File: src/rtl/hazard_controller.sv
// hazard_controller: forwarding, load-use/redirect hazards and memory-wait sequencing
// for the five-stage pipeline, with timeout error and saturating stall counter.
module hazard_controller #(
    parameter int TIMEOUT = 64,
    parameter int CNT_W   = 16
) (
    input  logic             clk,
    input  logic             reset,
    input  logic [3:0]       RA1D,
    input  logic [3:0]       RA2D,
    input  logic [3:0]       RA1E,
    input  logic [3:0]       RA2E,
    input  logic [3:0]       WA3E,
    input  logic [3:0]       WA3M,
    input  logic [3:0]       WA3W,
    input  logic             RegWriteM,
    input  logic             RegWriteW,
    input  logic             MemtoRegE,
    input  logic             PCSrcEout,
    input  logic             MemReqM,
    input  logic             MemReadyM,
    output logic [1:0]       ForwardAE,
    output logic [1:0]       ForwardBE,
    output logic             StallF,
    output logic             StallD,
    output logic             StallE,
    output logic             StallM,
    output logic             FlushD,
    output logic             FlushE,
    output logic             FlushW,
    output logic             MemErr,
    output logic [CNT_W-1:0] StallCount
);
    typedef enum logic [1:0] {IDLE, WAIT, ERR} state_t;

    state_t           state_q, state_d;
    logic [15:0]      wait_cnt_q, wait_cnt_d;
    logic             mem_err_q, mem_err_d;
    logic [CNT_W-1:0] stall_cnt_q, stall_cnt_d;
    logic             ldrstall, memstall;

    // R15 is the PC and is never produced by a later stage's result.
    function automatic logic [1:0] fwd(input logic [3:0] ra);
        return (ra != 4'hF && RegWriteM && WA3M == ra) ? 2'b10 :
               (ra != 4'hF && RegWriteW && WA3W == ra) ? 2'b01 : 2'b00;
    endfunction

    assign ldrstall = MemtoRegE & (WA3E == RA1D | WA3E == RA2D);
    assign memstall = MemReqM & ~MemReadyM & (state_q == IDLE || state_q == WAIT);

    always_comb begin
        ForwardAE  = reset ? fwd(RA1E) : 2'b00;
        ForwardBE  = reset ? fwd(RA2E) : 2'b00;
        MemErr     = reset & mem_err_q;
        StallCount = reset ? stall_cnt_q : '0;
        {StallF, StallD, StallE, StallM} = 4'b0000;
        {FlushD, FlushE, FlushW} = 3'b000;
        if (reset) begin
            if (memstall) begin
                {StallF, StallD, StallE, StallM} = 4'b1111;
                FlushW = 1'b1;
            end else if (PCSrcEout) begin
                {FlushD, FlushE} = 2'b11;
            end else if (ldrstall) begin
                {StallF, StallD, FlushE} = 3'b111;
            end
        end
    end

    // wait_cnt counts the stall cycles of the current access including the first,
    // so an access that never completes stalls exactly TIMEOUT cycles.
    always_comb begin
        state_d    = state_q;
        wait_cnt_d = wait_cnt_q;
        if (state_q == IDLE) begin
            state_d    = memstall ? WAIT : IDLE;
            wait_cnt_d = memstall ? 16'd1 : 16'd0;
        end else if (state_q == WAIT) begin
            if (!memstall) begin
                state_d    = IDLE;
                wait_cnt_d = 16'd0;
            end else if (wait_cnt_q == 16'(TIMEOUT - 1)) begin
                state_d = ERR;
            end else begin
                wait_cnt_d = wait_cnt_q + 16'd1;
            end
        end
        mem_err_d   = mem_err_q | (state_d == ERR);
        stall_cnt_d = ((StallF | StallD | StallE | StallM) && !(&stall_cnt_q)) ?
                      stall_cnt_q + 1'b1 : stall_cnt_q;
    end

    always_ff @(posedge clk) begin
        if (!reset) begin
            state_q     <= IDLE;
            wait_cnt_q  <= '0;
            mem_err_q   <= 1'b0;
            stall_cnt_q <= '0;
        end else begin
            state_q     <= state_d;
            wait_cnt_q  <= wait_cnt_d;
            mem_err_q   <= mem_err_d;
            stall_cnt_q <= stall_cnt_d;
        end
    end
endmodule
File: config.mk
export PLATFORM = sky130hd
export DESIGN_NAME = hazard_controller
export DESIGN_NICKNAME = d
export VERILOG_FILES = /design/src/rtl/hazard_controller.sv
export SDC_FILE = /design/constraint.sdc
export NUM_CORES = 1
export LEC_CHECK = 0
export ABC_AREA = 1
export CAP_MARGIN = 5
export CORE_UTILIZATION = 30
export DETAILED_ROUTE_END_ITERATION = 8
export PLACE_DENSITY_LB_ADDON = 0.05
export REMOVE_ABC_BUFFERS = 1
export SLEW_MARGIN = 20
export SYNTH_ARGS = -nofsm -noshare
export SYNTH_HDL_FRONTEND = slang
export SYNTH_SLANG_ARGS = --single-unit
File: constraint.sdc
create_clock -name clk -period 4.1 [get_ports clk]
set_input_delay 1.025 -clock clk [delete_from_list [all_inputs] [get_ports clk]]
set_output_delay 1.025 -clock clk [all_outputs]
set_load 0.005 [all_outputs]
# Word-level counts from Yosys, hierarchy flattened
# Cells that the tools add are included.
# totals
register_bits,35
in_bits,36
out_inout_bits,28
elab_cells,71
# op_classes
n_addsub,2
n_eq_ne,12
n_mux,29
bitwise,9
n_reduce_logical,15
# op_table
op,n
16-bit 2-to-1 mux,5
"16-bit by 1-bit adder with 16-bit output, second input constant",2
4-bit equality test,6
"16-bit by 6-bit equality test with 1-bit output, second input constant",1
1-bit 2-to-1 mux,16
2-bit 2-to-1 mux,8
16-bit AND reduction,1
1-bit logical AND,9
"4-bit inequality test, second input constant",2
1-bit bitwise AND,4
1-bit bitwise OR,4
"3-bit inequality test, second input constant",1
"2-bit by 1-bit equality test with 1-bit output, second input constant",1
"2-bit equality test, second input constant",1
2-bit logical NOT,1
2-bit AND reduction,1
2-bit nonzero test,1
1-bit logical NOT,1
1-bit logical OR,1
1-bit NOT,1

# Logic depth before layout (Yosys ltp)
# depth
ltp_word,10
mapped_depth,12
depth_no_buf,11

# Least setup slack after synthesis
# Ideal clock, no wire load.
# synth_path
path_type,input port to output port
startpoint,input MemReadyM
endpoint,output StallF
t_arrival_ns,1.905
required_time_ns,3.075
setup_slack_ns,1.170
path_stages,8
n_path_buf,3
cell_sequence,inv_1 -> nand3_2 -> nor2_2 -> inv_2 -> nand2_4 -> buf_12 -> buf_12 -> buf_4
# synth_between
elab_chain_cells,5
# synth_rtl
element,line_no,source
"start, declared",21,"input logic MemReadyM,"
1-bit NOT,49,assign memstall = MemReqM & ~MemReadyM & (state_q == IDLE || state_q == WAIT);
1-bit bitwise AND (2 in series),49,
1-bit 2-to-1 mux (2 in series),-,
"end, declared",24,"output logic StallF,"
# Every way passes these cells.

# Worst setup path in the final report
# layout_path
startpoint,input RA1E[0]
endpoint,output ForwardAE[0]
# layout_between
elab_chain_cells,6
word_cells_on_any_way,10
classes_between,eq/ne (3); mux (3); reduce/logical (4)
# layout_rtl
element,line_no,source
"start, declared",11,"input logic [3:0] RA1E,"
4-bit inequality test,"44, 45",
1-bit logical AND (2 in series),45,(ra != 4'hF && RegWriteW && WA3W == ra) ? 2'b01 : 2'b00;
1-bit 2-to-1 mux,45,
2-bit 2-to-1 mux *,44,return (ra != 4'hF && RegWriteM && WA3M == ra) ? 2'b10 :
2-bit 2-to-1 mux *,52,ForwardAE = reset ? fwd(RA1E) : 2'b00;
"end, declared",22,"output logic [1:0] ForwardAE,"
# Mark *: on every way between the ends. The rest lies on a longest branch, timed or not.

==> qor.yml <==
outcome:
  status: "complete, but fails checks"
  violations: "design-rule violations"
drt:
  first_iter_violations: 112
  wl_um: 7230
  wl_per_cell_um: 11.9
  drc: 3
  drtAntennaViolNets: 0
  num_vias: 2804
  vias_per_cell: 4.60
  first_pass_iters: 6
floorplanning:
  start_util: 0.314
  die-width_um: 98.0
  core_sq_mm: 0.00881
  io_pins: 64
  die_h_um: 98.0
  rows: 34
  die_area_sq_mm: 0.00961
final_layout:
  fillers: 959
  final_common_cell: "nand2_1"
  diodes: 0
  layout_common_cells: "nand2_1, inv_1, clkdlybuf4s50_1"
  final_cell_area_sq_mm: 0.00353
  area_delta_synth_final_pct: 27.6
  drive_above_1_share: 0.106
  post-route-util: 0.401
  fin_nets: 538
synthesis:
  syn_avg_cell_area_sq_um: 6.30
  yosysSeqAreaShare: 0.253
  synthesis.area_sq_mm: 0.00277
  yosysWarnings: 0
  syn_inst: 439
  synth_area_leaders: "dfxtp_1, nand2_1, inv_1, nand3_1, nor2_1"
  synth_cell_type_count: 38
  synth-seq-cells: 35
  synth_top_cell_area_share: 0.253
  synth_area_leader_cell: "dfxtp_1"
power:
  p_switching_w: 0.000192
  leakage_nw: 1.51
  p_int_w: 0.000519
  power_frac_seq: 0.484
  clkPwrFrac: 0.353
  peakVddDrop_uv: 102
  power_switching_share: 0.270
  power_w: 0.000711
  pwr-share-comb: 0.163
  power_density_mw_per_mm2: 201
grt:
  antenna_found_initial: 0
  grt_max_degree: 22
  grt_first_pass_wirelength_um: 12500
  grt_overflow: 0
  grt_pass1_vias: 2704
  grtUsageTotal: 0.161
worst_setup_path:
  cp_common_cell: "nor2_1"
  max_stage_delay_ps: 520
  arrival_ps: 2860
  critPathSlowestCell: "clkdlybuf4s50_1"
  critPathLaunchType: "input pin"
  cp_max_fo: 4
  crit_required_ps: 3070
  crit_path_cell_trace: "clkdlybuf4s50_1 -> inv_1 -> nor4_1 -> nor2_1 -> nand4_1 -> nor2_1 -> nor2_1 -> clkdlybuf4s50_1"
  critPathKind: "in2out"
  worstSetupEndpointType: "output port"
cts:
  root_buffer: "clkbuf_8"
  worstSkewPairLatency_ps: 290
  htreeDepth: 2
  cts_resized: 0
  clock_path_buffers: 2
  cts_buffers: 5
  cts_tree: "built"
  cts_sinks: 35
  cts_setup_buffers: 0
  path_clk_slew_ps: 80
  cts_hold_buf: 0
sta:
  setup_tns_ps: 0
  tightest_slew_ps: 391
  slew_headroom: 0.737
  fmax_mhz: 258
  grt_setup_unrepaired: "false"
  fin_skew_ps: 8.74
  holdWs_ps: 460
  min_period_over_period: 0.947
  final.min_clock_period_ps: 3880
  setup-violations-final: 0
  drv_slew: 0
  finalHoldViolations: 0
job:
  max_cap_violations: 0
placement:
  place.gp.congestion: 0.851
  hpwl_um: 5700
  placed_area_sq_mm: 0.00345
  numPortBuffers: 63
min_path:
  hold_path_class: "reg2reg"
==> power by group through the flow <==
| stage | Sequential, W | Clock [W] | Combinational (W) |
|---|---|---|---|
| 3_3_place_gp | 0.000352 | 0 | 0.000116 |
| 5_1_grt | 0.000344 | 0.000274 | 0.000129 |
| 3_5_place_dp | 0.000352 | 0 | 0.000117 |
| 6_report | 0.000344 | 0.000251 | 0.000116 |
| 2_1_floorplan | 0.000351 | 0 | 0.0000474 |
| 4_1_cts | 0.000344 | 0.000261 | 0.000117 |
==> synth_stat cells, drive strengths merged <==
cell type	count
a211oi	2
a21oi	32
a221oi	1
a22o	1
and3	2
buf	10
clkbuf	3
dfxtp	35
ha	2
inv	82
nand2	122
nand3	43
nand4	9
nor2	43
nor3	11
nor4	2
o2111ai	1
o211a	1
o211ai	1
o21ai	10
o221ai	1
o22ai	5
or2	1
xnor2	7
xor2	12
==> cell type report <==
| cell class | count | area (sq um) | area share |
|---|---|---|---|
| well taps | 108 | 135 | 0.0383 |
| multi-input cells | 309 | 1640 | 0.466 |
| flip-flops and latches | 35 | 701 | 0.199 |
| clock buffers | 7 | 76.3 | 0.0216 |
| repair buffers | 67 | 661 | 0.187 |
| clock inverters | 1 | 5.00 | 0.00142 |
| inverters | 82 | 308 | 0.0872 |
==> registers in the layout, indices dropped and copies added (netlist names) <==
signal,count
mem_err_q,1
stall_cnt_q,16
state_q,2
wait_cnt_q,16
==> final timing paths <==
path / startpoint / cells past startpoint / slack (ps) / end
worst min-delay path: mem_err_q$_SDFF_PN0_ / 2 / 460 / mem_err_q$_SDFF_PN0_
worst max register to register: stall_cnt_q[0]$_SDFFE_PN0P_ / 7 / 2180 / stall_cnt_q[15]$_SDFFE_PN0P_
worst min register to register: mem_err_q$_SDFF_PN0_ / 2 / 460 / mem_err_q$_SDFF_PN0_
worst max-delay path: RA1E[0] / 8 / 220 / ForwardAE[0]
==> worst max-delay path, delay by kind of cell <==
kind	cells	cell delay [ps]
simple gates	5	730
buf+inv	3	1100
==> through the flow <==
stage | setup slack, ps | std cells
4_1_cts | 210 | 609
3_3_place_gp | 287 | 601
3_5_place_dp | 229 | 601
2_1_floorplan | 1330 | 426
6_report | 217 | 609
5_1_grt | 73.0 | 609
==> cells by family (layout without fill, tap and decap cells) <==
kind of cell    Yosys count  count (layout)  share of synthesized area
fa+ha+maj                 2               2                    0.00904
buf+inv                  95             157                      0.152
xor+xnor                 19              19                     0.0602
flops                    35              35                      0.253
compound gates           55              55                      0.130
simple gates            233             233                      0.395
==> metal layers <==
metal | share of wire | up-vias | track usage
met5 | 0 | - | 0
met2 | 0.40 | 65 | 0.249
li1 | - | 1509 | -
met1 | 0.52 | 1224 | 0.217
met4 | 0.011 | 0 | 0.0420
met3 | 0.070 | 6 | 0.0472
Power figures use the tool's default switching activity.
